### config.mk
export PLATFORM = sky130hd
export DESIGN_NAME = pipe_ctrl
export DESIGN_NICKNAME = d
export VERILOG_FILES = /design/src/rtl/pipe_ctrl.sv
export SDC_FILE = /design/constraint.sdc
export NUM_CORES = 1
export LEC_CHECK = 0
export CAP_MARGIN = 5
export CORE_MARGIN = 3
export CORE_UTILIZATION = 40
export DETAILED_ROUTE_END_ITERATION = 10
export PLACE_DENSITY = 0.95
export SETUP_SLACK_MARGIN = 0.2
export SLEW_MARGIN = 25
export SYNTH_ARGS = -nofsm -noshare
export SYNTH_HDL_FRONTEND = slang
export SYNTH_SLANG_ARGS = --single-unit
### constraint.sdc
create_clock -name clk_i -period 5.4 [get_ports clk_i]
set_input_delay 0.81 -clock clk_i [delete_from_list [all_inputs] [get_ports clk_i]]
set_output_delay 0.81 -clock clk_i [all_outputs]
set_load 0.05 [all_outputs]
### src/rtl/pipe_ctrl.sv
// Pipeline controller: per-stage stall priority, jump flush, and the
// machine-mode trap entry / mret return sequencer that writes mepc,
// mcause and mstatus through a single CSR write port before redirecting.
module pipe_ctrl #(
    parameter int                    ADDR_WIDTH = 32,
    parameter logic [ADDR_WIDTH-1:0] CAUSE_EXT  = 32'h8000000B
) (
    input  logic                  clk_i,
    input  logic                  rst_n_i,
    input  logic                  stallreq_if_i,
    input  logic                  stallreq_id_i,
    input  logic                  stallreq_ex_i,
    input  logic                  stallreq_mem_i,
    input  logic                  jump_req_i,
    input  logic [ADDR_WIDTH-1:0] jump_addr_i,
    input  logic                  int_req_i,
    input  logic [ADDR_WIDTH-1:0] int_pc_i,
    input  logic [ADDR_WIDTH-1:0] mstatus_i,
    input  logic [ADDR_WIDTH-1:0] mtvec_i,
    input  logic [ADDR_WIDTH-1:0] mepc_i,
    input  logic                  mret_i,
    output logic [5:0]            stall_o,
    output logic                  flush_jump_o,
    output logic                  flush_int_o,
    output logic [ADDR_WIDTH-1:0] new_pc_o,
    output logic                  csr_we_o,
    output logic [11:0]           csr_waddr_o,
    output logic [ADDR_WIDTH-1:0] csr_wdata_o,
    output logic                  int_ack_o
);

    localparam logic [11:0] ADDR_MSTATUS = 12'h300;
    localparam logic [11:0] ADDR_MEPC    = 12'h341;
    localparam logic [11:0] ADDR_MCAUSE  = 12'h342;

    typedef enum logic [2:0] {
        IDLE, SAVE_EPC, SAVE_CAUSE, SAVE_STATUS, MRET_STATUS, REDIRECT
    } state_t;

    state_t                state, state_nxt;
    logic [ADDR_WIDTH-1:0] epc, target;
    logic                  int_path;
    logic                  mret_go, int_go;

    logic [5:0]            stall;
    logic                  flush_jump, flush_int, ack, we;
    logic [11:0]           waddr;
    logic [ADDR_WIDTH-1:0] wdata, npc;
    logic [ADDR_WIDTH-1:0] status_trap, status_ret;

    // Vector base is word aligned; the mode bits are intentionally dropped.
    logic unused_mtvec_mode;
    assign unused_mtvec_mode = &{1'b0, mtvec_i[1:0]};

    // A taken jump owns the redirect this cycle; mret beats an interrupt, and a
    // held interrupt simply gets another look on the next IDLE cycle.
    assign mret_go = (state == IDLE) & mret_i & ~stallreq_mem_i & ~jump_req_i;
    assign int_go  = (state == IDLE) & int_req_i & mstatus_i[3] & ~mret_i
                   & ~jump_req_i & ~stallreq_mem_i;

    // State register; reset aborts any sequence in flight.
    always_ff @(posedge clk_i or negedge rst_n_i) begin
        if (!rst_n_i) state <= IDLE;
        else          state <= state_nxt;
    end

    // Capture resume PC and redirect target at the moment a trap/return is accepted.
    always_ff @(posedge clk_i or negedge rst_n_i) begin
        if (!rst_n_i) begin
            epc      <= '0;
            target   <= '0;
            int_path <= 1'b0;
        end else if (mret_go) begin
            target   <= mepc_i;
            int_path <= 1'b0;
        end else if (int_go) begin
            epc      <= int_pc_i;
            target   <= {mtvec_i[ADDR_WIDTH-1:2], 2'b00};
            int_path <= 1'b1;
        end
    end

    // Next-state and raw outputs; stage stall requests only matter in IDLE.
    always_comb begin
        state_nxt  = state;
        stall      = '0;
        flush_jump = 1'b0;
        flush_int  = 1'b0;
        ack        = 1'b0;
        we         = 1'b0;
        waddr      = '0;
        wdata      = '0;
        npc        = '0;

        // Trap entry pushes MIE into MPIE and disables; mret restores MIE and sets MPIE.
        status_trap    = mstatus_i;
        status_trap[7] = mstatus_i[3];
        status_trap[3] = 1'b0;
        status_ret     = mstatus_i;
        status_ret[3]  = mstatus_i[7];
        status_ret[7]  = 1'b1;

        case (state)
            IDLE: begin
                if      (stallreq_mem_i) stall = 6'b011111;
                else if (stallreq_ex_i)  stall = 6'b001111;
                else if (stallreq_id_i)  stall = 6'b000111;
                else if (stallreq_if_i)  stall = 6'b000011;
                flush_jump = jump_req_i & ~stallreq_ex_i & ~stallreq_mem_i;
                if (flush_jump) npc = jump_addr_i;
                if (mret_go)     state_nxt = MRET_STATUS;
                else if (int_go) state_nxt = SAVE_EPC;
            end
            SAVE_EPC: begin
                stall     = 6'b111111;
                we        = 1'b1;
                waddr     = ADDR_MEPC;
                wdata     = epc;
                state_nxt = SAVE_CAUSE;
            end
            SAVE_CAUSE: begin
                stall     = 6'b111111;
                we        = 1'b1;
                waddr     = ADDR_MCAUSE;
                wdata     = CAUSE_EXT;
                state_nxt = SAVE_STATUS;
            end
            SAVE_STATUS: begin
                stall     = 6'b111111;
                we        = 1'b1;
                waddr     = ADDR_MSTATUS;
                wdata     = status_trap;
                state_nxt = REDIRECT;
            end
            MRET_STATUS: begin
                stall     = 6'b111111;
                we        = 1'b1;
                waddr     = ADDR_MSTATUS;
                wdata     = status_ret;
                state_nxt = REDIRECT;
            end
            REDIRECT: begin
                flush_int = 1'b1;
                npc       = target;
                ack       = int_path;
                state_nxt = IDLE;
            end
            default: state_nxt = IDLE;
        endcase
    end

    // Outputs are held quiet for as long as reset is asserted.
    always_comb begin
        stall_o      = rst_n_i ? stall      : '0;
        flush_jump_o = rst_n_i & flush_jump;
        flush_int_o  = rst_n_i & flush_int;
        int_ack_o    = rst_n_i & ack;
        csr_we_o     = rst_n_i & we;
        csr_waddr_o  = rst_n_i ? waddr      : '0;
        csr_wdata_o  = rst_n_i ? wdata      : '0;
        new_pc_o     = rst_n_i ? npc        : '0;
    end

endmodule

# After elaboration in Yosys (flattened, before gate mapping)
# Cells that the tools add are included.
[totals]
ff_bits = 68
output_inout_bits = 86
word_cells = 58
[classes]
n_eq_ne = 6
mux = 24
reduce_logical = 5
bitwise = 19
[op_table]
columns = ["cell", "count"]
rows = [
  ["2-to-1 mux 32 bit", 5],
  ["case mux 32 bit (4 select lines)", 1],
  ["case mux 32 bit (2 select lines)", 1],
  ["case mux 10 bit (3 select lines)", 1],
  ["bitwise AND 1 bit", 14],
  ["2-to-1 mux 12 bit", 1],
  ["case mux 3 bit (4 select lines)", 1],
  ["case mux 6 bit (2 select lines)", 1],
  ["2-to-1 mux 3 bit", 3],
  ["equality test 3 x 2 -> 1 bit, second input constant", 2],
  ["equality test 3 bit, second input constant", 2],
  ["2-to-1 mux 1 bit", 6],
  ["2-to-1 mux 6 bit", 1],
  ["2-to-1 mux 5 bit", 1],
  ["inverter 1 bit", 5],
  ["2-to-1 mux 4 bit", 1],
  ["OR reduction 4 bit", 1],
  ["equality test 3 x 1 -> 1 bit, second input constant", 1],
  ["zero test 3 bit", 1],
  ["inequality test 3 bit, second input constant", 1],
  ["2-to-1 mux 2 bit", 1],
  ["AND reduction 2 bit", 1],
  ["nonzero test 2 bit", 1],
  ["OR reduction 2 bit", 1],
]

# Depth between registers and ports, before layout
# Gate-level depths: netlist (run 1).
[depth]
word_depth = 9
depth_mapped = 7

# Worst setup path before layout (run 1)
# OpenSTA, ideal clock, no wires.
[synth_timing]
kind = "input to output"
start = "input port rst_n_i"
end = "output port new_pc_o[10]"
cell_stages = 4
path_slack_ps = 2194
t_arrival_ps = 2396
cell_sequence = "or4b_2 -> clkbuf_1 -> clkbuf_1 -> nor2_1"
[synth_between]
elab_chain_cells = 1
[synth_lines]
columns = ["item", "line", "rtl"]
rows = [
  ["start: declaration", "9", "input logic rst_n_i,"],
  ["2-to-1 mux 32 bit", "161", "new_pc_o = rst_n_i ? npc : '0;"],
  ["end: declaration", "25", "output logic [ADDR_WIDTH-1:0] new_pc_o,"],
]
# Every way passes these cells.

# Worst setup path after layout (run 1)
[layout_timing]
start = "register state[1]"
end = "output port csr_wdata_o[26]"
[layout_between]
elab_chain_cells = 3
[layout_lines]
columns = ["item", "line", "rtl"]
rows = [
  ["start: declaration", "40", "state_t state, state_nxt;"],
  ["start signal: assignment", "64", "else state <= state_nxt;"],
  ["equality test 3 bit (tied with other cells)", "103", "case (state)"],
  ["case mux 32 bit (4 select lines) *", "103", ""],
  ["2-to-1 mux 32 bit *", "160", "csr_wdata_o = rst_n_i ? wdata : '0;"],
  ["end: declaration", "28", "output logic [ADDR_WIDTH-1:0] csr_wdata_o,"],
]
# Every way passes the cells marked *; elsewhere a longest branch is shown, timed or not.

==> reports/qor.csv, run 1 <==
stage,metric,value,unit
global_routing,track_usage,23.9,%
cells_and_area,nets,822,
cells_and_area,fillers,687,
timing,fmax,241,MHz
worst_setup_path,cp_cell_sequence,nor3b_1 > a21o_1 > a22oi_1 > nor2_1 > clkdlybuf4s50_1,
synth,yosys.area.top_type,dfrtp_1,
clock_tree,clk_latency,330,ps
die,initial_core_util,42.2,%
placed_design,routabilityCongestion,0.774,
synth,synth.cell_area,3990,um^2
worst_setup_path,cp-end-kind,output port,
global_routing,antenna_found_initial,0,
pwr,p_leak,2.56,nW
placed_design,hpwl,10.3,mm
global_routing,grt_overflow,0,
timing,final-max-slew-violation-count,0,
synth,seq_area_frac_synth,42.7,%
clock_tree,clk_pin_slew_worst_paths,70,ps
cells_and_area,layout-drive-gt1-share,9.57,%
job,drv_cap,0,
pwr,switching_share,42.4,%
clock_tree,cts_tree,done,
worst_hold_path,hp-class,in2async,
pwr,powerDensity,399,nW/um^2
routing,drt_iter0_drc,285,
worst_setup_path,critical-path-max-stage-delay,820,ps
placed_design,numPortBuffers,245,
clock_tree,cts_resized,0,
pwr,p_clk_share,16.1,%
routing,routedWlPerCell,17.3,um
clock_tree,cts_max_level,3,
cells_and_area,area_growth,65.8,%
timing,period_needed,4160,ps
worst_setup_path,cp.required,4590,ps
routing,drt_first_pass_iters,4,
routing,drc_errors,0,
worst_setup_path,start_kind,flip-flop,
worst_setup_path,crit_slowest_cell,clkdlybuf4s50_1,
routing,postRouteAntennaNets,0,
pwr,p_seq_share,35.5,%
synth,syn_inst,433,
clock_tree,cts_setup_buffers,0,
synth,ys.flop_type,dfrtp_1,
timing,final-hold-violation-count,0,
timing,skew,7.65,ps
die,core_area,9460,um^2
synth,synthDistinctLibCells,33,
synth,yosysTopAreaCellShare,42.7,%
run_status,status,finished clean,
die,num_io_pins,255,
timing,rsz0062_at_grt,false,
die,fp.dieW,106,um
global_routing,grt_pass1_vias,4317,
worst_setup_path,crit_buf_inv,1,
synth,syn-mean-instance-area,9.21,um^2
die,dieArea,11200,um^2
worst_setup_path,crit_fanout,28,
worst_setup_path,critPathTopFamily,compound AO/OA/AOI/OAI gates,
cells_and_area,multi_input_area,2030,um^2
synth,yosys-top-cells-area,"dfrtp_1 (43%), a22oi_1 (11%), nor2_1 (9.4%)",
cells_and_area,regArea,1700,um^2
routing,vias_per_cell,5.29,
synth,synth_edf_count,0,
die,die_h,106,um
cells_and_area,n_antenna_cell,0,
synth,synthTopCellsByCount,"nor2_1 (100), dfrtp_1 (68), a22oi_1 (59)",
pwr,irDropWorstVdd,0.000180,V
timing,worst_pin_slew,880,ps
timing,setup_tns,0,ps
pwr,switchingPower,1.12,mW
timing,min_period_over_period,77.0,%
clock_tree,cts_buffers,9,
synth,synth_warnings,0,
timing,holdWs,426,ps
pwr,p_int,1.52,mW
routing,vias,4167,
global_routing,grt_pass1_wl,21.5,mm
worst_setup_path,critical_path_arrival,3350,ps
cells_and_area,postLayoutCoreUtil,69.9,%
pwr,power,2.64,mW
synth,async_flop_share,100,%
die,rows,35,
routing,drt_wl_total,13.6,mm
clock_tree,cts_sinks,68,
worst_setup_path,path_class,reg2out,
clock_tree,cts-root-buf,clkbuf_8,
clock_tree,holdBufCountCts,0,
synth,synth_seq_cells,68,
synth,yosysMostFrequentCell,nor2_1,
timing,worst_slew_margin_rel,41.3,%
pwr,p_comb_share,48.4,%
clock_tree,clk_path_buf_depth,2,
timing,setup_violations,0,
global_routing,grt_max_degree,67,
## cell families (layout without fill, tap and decap cells)
logic type	count (synthesis)	in the layout	synth area share [%]
DFF	68	68	42.7
AOI/OAI and AO/OA	107	107	17.6
muxes	62	62	16.6
and+or+nand+nor	140	140	15.5
other	1	7	0.0940
buffers and inverters	54	273	7.34
xor gates and xnor gates	1	1	0.220
## cell usage in the layout, fill, tap and decap left out, types with 7 or more instances in the layout
| cell | Yosys | layout |
|---|---|---|
| nor2_1 | 100 | 99 |
| buf_4 | 11 | 8 |
| mux2_2 | 32 | 32 |
| clkdlybuf4s50_1 | 0 | 244 |
| nand2_1 | 10 | 10 |
| dfrtp_1 | 68 | 68 |
| mux2i_1 | 30 | 30 |
| clkbuf_8 | 0 | 10 |
| a21oi_1 | 35 | 35 |
| conb_1 | 1 | 7 |
| a22oi_1 | 59 | 59 |
## area by class of cell
type | instances | share of cell area, %
clock inverter | 6 | 0.965
timing repair buffer | 252 | 37.8
clock buffer | 10 | 2.08
inverter | 5 | 0.284
sequential | 68 | 25.7
multi-input combinational | 317 | 30.7
tap | 129 | 2.44
## through the flow
stage / worst slack, ps / instance area, um^2 / instances
5_1_grt: 942 / 6620 / 787
4_1_cts: 1240 / 6610 / 787
3_5_place_dp: 1240 / 6410 / 771
3_3_place_gp: 1330 / 6410 / 771
6_report: 1240 / 6620 / 787
2_1_floorplan: 2190 / 4010 / 439
## metal layers
layer / up-vias / track usage [%] / share of wire (%) / wire length, um
met5: - / 0 / 0 / 0
met1: 1969 / 26.3 / 37 / 5060
met4: 0 / 9.34 / 2.8 / 384
met3: 34 / 7.84 / 9.3 / 1270
li1: 1946 / - / - / -
met2: 218 / 42.6 / 51 / 6890
## final timing paths
path | cells past startpoint | slack [ps] | endpoint | start
worst max-delay path | 5 | 1240 | csr_wdata_o[26] | state[1]
worst min-delay path | 1 | 430 | epc[10] | rst_n_i
worst max register to register | 5 | 3000 | target[25] | state[1]
worst min register to register | 1 | 470 | int_path | int_path
max in group asynchronous | 2 | 4040 | epc[1] | rst_n_i
min in group clk_i | 1 | 470 | int_path | int_path
## power by group through the flow
stage / clock (mW) / combinational [mW] / sequential, mW
floorplan: 0 / 0.929 / 0.852
global placement: 0 / 1.23 / 0.919
detailed placement: 0 / 1.28 / 0.941
CTS: 0.440 / 1.28 / 0.931
global route: 0.458 / 1.38 / 0.964
finish: 0.425 / 1.28 / 0.937
## registers in the layout, summed over array words and instances (netlist names)
name,count
state,3
epc,32
target,32
int_path,1
Note: power is estimated with default switching activity, not from simulation.
==> inputs of run 2 (changes only) <==
--- a/config.mk
+++ b/config.mk
@@ -7,9 +7,9 @@
 export LEC_CHECK = 0
 export CAP_MARGIN = 5
 export CORE_MARGIN = 3
-export CORE_UTILIZATION = 40
+export CORE_UTILIZATION = 37
 export DETAILED_ROUTE_END_ITERATION = 10
-export PLACE_DENSITY = 0.95
+export PLACE_DENSITY = 0.92
 export SETUP_SLACK_MARGIN = 0.2
 export SLEW_MARGIN = 25
 export SYNTH_ARGS = -nofsm -noshare
==> constraint.sdc (replaced) <==
create_clock -name clk_i -period 4.1 [get_ports clk_i]
set_input_delay 0.615 -clock clk_i [delete_from_list [all_inputs] [get_ports clk_i]]
set_output_delay 0.615 -clock clk_i [all_outputs]
set_load 0.05 [all_outputs]
==> run 2 against run 1 <==
Against the previous run: clock power rose by 26%; first-iteration DRC count rose by 11%; count of clock-buffer cells in the layout rose by 3; critical path type unchanged; critical endpoint is now csr_wdata_o[13].
==> reports/qor.csv, run 2 (same netlist as run 1, synthesis figures left out) <==
stage,metric,value,unit,change
run_status,status,finished clean,,
clock_tree,cts-root-buf,clkbuf_8,,
die,rows,37,,+5.7%
timing,skew,6.55,ps,-1.10 ps
cells_and_area,final_cell_mix,"clkdlybuf4s50_1 (179), nor2_1 (99), dfrtp_1 (68)",,
die,initial_core_util,38.3,%,-3.9 points
die,num_io_pins,255,,unchanged
clock_tree,cts_buffers,9,,unchanged
worst_setup_path,r2r-end,target[18],,
worst_setup_path,cp.required,3480,ps,-1110 ps
clock_tree,cts_max_level,3,,unchanged
timing,worst_slew_margin_rel,38.2,%,-3.1 points
worst_setup_path,r2r_cells,5,,unchanged
cells_and_area,layout-drive-gt1-share,19.1,%,+9.5 points
worst_setup_path,crit_slowest_cell,a21o_1,,
timing,rsz0062_at_grt,false,,
cells_and_area,nets,824,,+0.24%
worst_setup_path,cp_cell_sequence,nor3b_1 > a21o_1 > a22oi_1 > nor2_1 > buf_12,,
cells_and_area,reg_top3,"epc (32), target (32), state (3)",,
worst_setup_path,cp-end-kind,output port,,
die,die_h,110,um,+3.8%
global_routing,grt_max_degree,46,,-31%
global_routing,grt_pass1_wl,20.6,mm,-4.0%
worst_setup_path,path_class,reg2out,,
cells_and_area,postLayoutCoreUtil,66.5,%,-3.4 points
routing,drt_first_pass_iters,5,,+1
timing,final-max-slew-violation-count,0,,unchanged
clock_tree,cts_resized,0,,unchanged
placed_design,routabilityCongestion,0.805,,+4.1%
timing,setup_violations,0,,unchanged
timing,worst_pin_slew,927,ps,+46.4 ps
timing,period_needed,3510,ps,
routing,routedWlPerCell,17.5,um,+1.1%
clock_tree,clk_path_buf_depth,2,,unchanged
worst_setup_path,critical-path-max-stage-delay,750,ps,-70 ps
routing,postRouteAntennaNets,0,,unchanged
clock_tree,cts_setup_buffers,0,,unchanged
routing,drt_iter0_drc,316,,+11%
worst_setup_path,crit_fanout,28,,unchanged
die,dieArea,12100,um^2,+7.6%
worst_hold_path,hp-class,in2async,,
pwr,p_leak,2.80,nW,+9.4%
die,core_area,10400,um^2,+10%
timing,setup_tns,0,ps,unchanged
job,drv_cap,0,,unchanged
cells_and_area,area_growth,73.7,%,
placed_design,numPortBuffers,245,,unchanged
timing,fmax,285,MHz,
cells_and_area,fillers,764,,+11%
cells_and_area,n_antenna_cell,0,,unchanged
worst_setup_path,critical_path_arrival,2900,ps,-450 ps
routing,vias_per_cell,5.33,,+0.66%
cells_and_area,mostFrequentLayoutCell,clkdlybuf4s50_1,,
die,fp.dieW,110,um,+3.8%
global_routing,antenna_found_initial,0,,unchanged
placed_design,hpwl,10.5,mm,+2.3%
timing,min_period_over_period,85.7,%,
routing,drt_wl_total,13.9,mm,+2.1%
worst_setup_path,r2r-start,state[1],,
clock_tree,holdBufCountCts,0,,unchanged
global_routing,grt_pass1_vias,4216,,-2.3%
worst_setup_path,reg2reg_slack,1500,ps,-1500 ps
timing,final-hold-violation-count,0,,unchanged
clock_tree,clk_pin_slew_worst_paths,70,ps,about the same
global_routing,track_usage,21.9,%,-2.1 points
clock_tree,cts_sinks,68,,unchanged
pwr,irDropWorstVdd,0.000227,V,+26%
routing,vias,4237,,+1.7%
clock_tree,cts_tree,done,,
clock_tree,clk_latency,330,ps,about the same
routing,drc_errors,0,,unchanged
worst_setup_path,start_kind,flip-flop,,
pwr,powerDensity,519,nW/um^2,+30%
global_routing,grt_overflow,0,,unchanged
run 2: cell types whose count changed in the layout (fill, tap and decap cells not counted), sizes merged:
cell	delta
buf	+67
clkbuf	+3
clkdlybuf4s50	-65
clkinv	-2
clkinvlp	-2
run 2: how the worst max path moves through the flow:
stage             start         endpoint  depth (start not counted)
2_1_floorplan  state[1]   csr_waddr_o[6]                          5
3_3_place_gp    rst_n_i       stall_o[2]                          5
3_5_place_dp   state[1]  csr_wdata_o[13]                          5
4_1_cts        state[1]  csr_wdata_o[13]                          5
5_1_grt        state[1]  csr_wdata_o[13]                          5
6_report       state[1]  csr_wdata_o[13]                          5
run 2: report_power, final:
| part | internal (mW) | switching, mW | leakage (nW) |
|---|---|---|---|
| Sequential | 0.991 | 0.240 | 0.833 |
| Clock | 0.294 | 0.240 | 0.0935 |
| Combinational | 0.821 | 1.01 | 1.87 |
| Total | 2.11 | 1.49 | 2.80 |
run 2: cell type report:
| cell class | instances | area (um^2) | area share, % |
|---|---|---|---|
| timing repair buffer | 254 | 2830 | 40.8 |
| inverter | 5 | 18.8 | 0.271 |
| multi-input combinational | 317 | 2020 | 29.2 |
| clock buffer | 13 | 149 | 2.15 |
| tap | 136 | 170 | 2.46 |
| sequential | 68 | 1700 | 24.6 |
| clock inverter | 2 | 35.0 | 0.506 |
run 2: per-stage QoR:
step | worst slack (ps) | area, um^2 | cells | power [mW] | hold slack, ps
CTS | 580 | 6930 | 795 | 3.61 | 305
detailed placement | 959 | 6750 | 780 | 3.07 | 461
global route | 360 | 6930 | 795 | 3.81 | 328
floorplan | 1130 | 4010 | 439 | 2.35 | 319
finish | 585 | 6930 | 795 | 3.60 | 317
global placement | 1060 | 6750 | 780 | 2.97 | 454
run 2: critical path: cells and delay by family, from the launching register on:
family	cells	cell delay [ps]
AO/OA/AOI/OAI	2	910
buffers and inverters	1	190
flip-flops	1	590
AND/OR/NAND/NOR	2	870
run 2: routing by layer:
layer	up-vias	part of all wire, %	track usage, %
met3	24	11	7.05
met2	245	51	38.7
met5	-	0	0
met4	0	1.7	5.79
li1	1953	-	-
met1	2015	37	25.3
==> inputs of run 3 (changes only) <==
--- a/config.mk
+++ b/config.mk
@@ -7,9 +7,10 @@
 export LEC_CHECK = 0
 export CAP_MARGIN = 5
 export CORE_MARGIN = 3
-export CORE_UTILIZATION = 37
+export CORE_UTILIZATION = 40
 export DETAILED_ROUTE_END_ITERATION = 10
-export PLACE_DENSITY = 0.92
+export GPL_ROUTABILITY_DRIVEN = 0
+export PLACE_DENSITY = 0.95
 export SETUP_SLACK_MARGIN = 0.2
 export SLEW_MARGIN = 25
 export SYNTH_ARGS = -nofsm -noshare
==> constraint.sdc (replaced) <==
create_clock -name clk_i -period 4.2 [get_ports clk_i]
set_input_delay 0.63 -clock clk_i [delete_from_list [all_inputs] [get_ports clk_i]]
set_output_delay 0.63 -clock clk_i [all_outputs]
set_load 0.05 [all_outputs]
==> run 3 against run 2 <==
Against the previous run: register-to-register slack better by 250 ps; sequential share of layout area up 1.5 points; cell area down 5.8%; global-route usage up 1.2 points; via count down 2.8%; hold slack better by 68 ps; non-clock buffer count down 2; critical endpoint is now csr_wdata_o[12]; largest cell class unchanged.
==> reports/qor.csv, run 3 (same netlist as run 1, synthesis figures left out) <==
stage,metric,value,unit,change
timing,min_period_over_period,83.6,%,
routing,postRouteAntennaNets,0,,unchanged
cells_and_area,fillers,718,,-6.0%
routing,vias_per_cell,5.23,,-1.8%
timing,rsz0062_at_grt,false,,
pwr,switchingPower,1.43,mW,-4.2%
cells_and_area,multi_input_area,2030,um^2,+0.49%
global_routing,antenna_found_initial,0,,unchanged
worst_setup_path,critical-path-max-stage-delay,770,ps,+20 ps
routing,drc_errors,0,,unchanged
timing,final-max-slew-violation-count,0,,unchanged
worst_hold_path,hp-class,in2async,,
timing,period_needed,3510,ps,
clock_tree,cts_max_level,3,,unchanged
cells_and_area,n_antenna_cell,0,,unchanged
worst_setup_path,critical_path_arrival,2880,ps,-20 ps
worst_setup_path,cp.required,3570,ps,+90 ps
cells_and_area,area_growth,63.7,%,
cells_and_area,layout-drive-gt1-share,19.6,%,+0.48 points
cells_and_area,mostFrequentLayoutCell,clkdlybuf4s50_1,,
timing,final-hold-violation-count,0,,unchanged
placed_design,numPortBuffers,245,,unchanged
pwr,p_comb_share,46.5,%,-4.4 points
pwr,p_int,2.06,mW,-2.4%
global_routing,grt_pass1_vias,4193,,-0.55%
timing,setup_violations,0,,unchanged
die,initial_core_util,42.2,%,+3.9 points
timing,worst_pin_slew,948,ps,+21.4 ps
clock_tree,cts_setup_buffers,0,,unchanged
timing,fmax,285,MHz,
cells_and_area,nets,822,,-0.24%
die,num_io_pins,255,,unchanged
timing,worst_slew_margin_rel,36.8,%,-1.4 points
pwr,p_clk_share,19.2,%,+4.3 points
clock_tree,clk_latency,340,ps,about the same
placed_design,pre_cts_ws,1030,ps,+71.6 ps
timing,skew,16.3,ps,+9.75 ps
job,drv_cap,0,,unchanged
worst_setup_path,crit_fanout,28,,unchanged
cells_and_area,reg_top3,"epc (32), target (32), state (3)",,
global_routing,grt_overflow,0,,unchanged
clock_tree,holdBufCountCts,0,,unchanged
worst_setup_path,crit_slowest_cell,a21o_1,,
worst_setup_path,path_class,reg2out,,
timing,setup_tns,0,ps,unchanged
cells_and_area,final_cell_mix,"clkdlybuf4s50_1 (179), nor2_1 (99), buf_4 (71)",,
pwr,irDropWorstVdd,0.000254,V,+12%
timing,layout_setup_ws,688,ps,+103 ps
die,core_area,9460,um^2,-9.2%
die,rows,35,,-5.4%
timing,holdWs,385,ps,+67.9 ps
pwr,switching_share,41.0,%,-0.45 points
global_routing,track_usage,23.0,%,+1.2 points
die,fp.dieW,106,um,-3.6%
pwr,powerDensity,533,nW/um^2,+2.8%
routing,drt_wl_total,13.4,mm,-3.7%
placed_design,hpwl,10.1,mm,-4.2%
clock_tree,cts_tree,done,,
routing,vias,4118,,-2.8%
pwr,p_leak,2.72,nW,-2.9%
global_routing,grt_max_degree,67,,+46%
worst_setup_path,start_kind,flip-flop,,
clock_tree,cts_sinks,68,,unchanged
routing,routedWlPerCell,17.0,um,-2.8%
worst_setup_path,cp_cell_sequence,nor3b_1 > a21o_1 > a22oi_1 > nor2_1 > buf_12,,
clock_tree,clk_path_buf_depth,2,,unchanged
die,die_h,106,um,-3.6%
routing,drt_first_pass_iters,5,,unchanged
pwr,p_seq_share,34.3,%,about the same
cells_and_area,postLayoutCoreUtil,69.0,%,+2.5 points
global_routing,grt_pass1_wl,20.9,mm,+1.3%
clock_tree,clk_pin_slew_worst_paths,80,ps,about the same
worst_setup_path,cp-end-kind,output port,,
routing,drt_iter0_drc,217,,-31%
cells_and_area,regArea,1700,um^2,unchanged
clock_tree,cts_buffers,9,,unchanged
clock_tree,cts_resized,0,,unchanged
run_status,status,finished clean,,
die,dieArea,11200,um^2,-7.1%
clock_tree,cts-root-buf,clkbuf_8,,
run 3: cell count changes in the layout (fill, tap and decap cells not counted), moves of 2 or more:
cell / previous run / this run
clkbuf_1: 3 / 0
buf_12: 38 / 2
bufinv_16: 1 / 3
buf_4: 37 / 71
run 3: power by group through the flow:
| stage | Combinational, mW | Clock, mW | Sequential, mW |
|---|---|---|---|
| after CTS | 1.62 | 0.686 | 1.19 |
| final | 1.62 | 0.669 | 1.19 |
| after global placement | 1.56 | 0 | 1.18 |
| after detailed placement | 1.62 | 0 | 1.20 |
| after global routing | 1.74 | 0.714 | 1.23 |
| after floorplan | 1.19 | 0 | 1.10 |
run 3: path summary, 6_finish.rpt:
| kind | startpoint | endpoint | slack [ps] | cells past startpoint |
|---|---|---|---|---|
| worst min-delay path | rst_n_i | target[5] | 390 | 2 |
| worst max-delay path | state[1] | csr_wdata_o[12] | 690 | 5 |
| max in group asynchronous | rst_n_i | epc[28] | 3370 | 2 |
| worst min register to register | int_path | int_path | 480 | 1 |
| worst max register to register | state[1] | epc[28] | 1750 | 4 |
| min in group clk_i | int_path | int_path | 480 | 1 |
run 3: area by class of cell:
| class | count | area share, % |
|---|---|---|
| clock buffers | 10 | 2.11 |
| clock inverters | 6 | 1.71 |
| flip-flops and latches | 68 | 26.1 |
| repair buffers | 252 | 36.2 |
| well taps | 129 | 2.47 |
| inverters | 5 | 0.287 |
| multi-input cells | 317 | 31.2 |
run 3: critical path: cells and delay by family, from the launching register on:
kind	cells	cell delay, ps
simple gates	2	780
flops	1	610
compound gates	2	980
buf+inv	1	180
run 3: layer usage:
metal  vias up  routed length (um)  global-route usage [%]  share of wire [%]
met5         -                   0                       0                  0
met4         0                 154                    5.18                1.2
li1       1948                   -                       -                  -
met1      1956                5160                    26.5                 39
met3        18                1140                    6.98                8.5
met2       196                6920                    41.9                 52
run 3: through the flow:
| stage | instance area [um^2] | instances | power, mW |
|---|---|---|---|
| after floorplan | 4010 | 439 | 2.29 |
| after global placement | 6270 | 771 | 2.74 |
| after detailed placement | 6270 | 771 | 2.82 |
| after CTS | 6520 | 787 | 3.49 |
| after global routing | 6530 | 787 | 3.68 |
| final | 6530 | 787 | 3.48 |
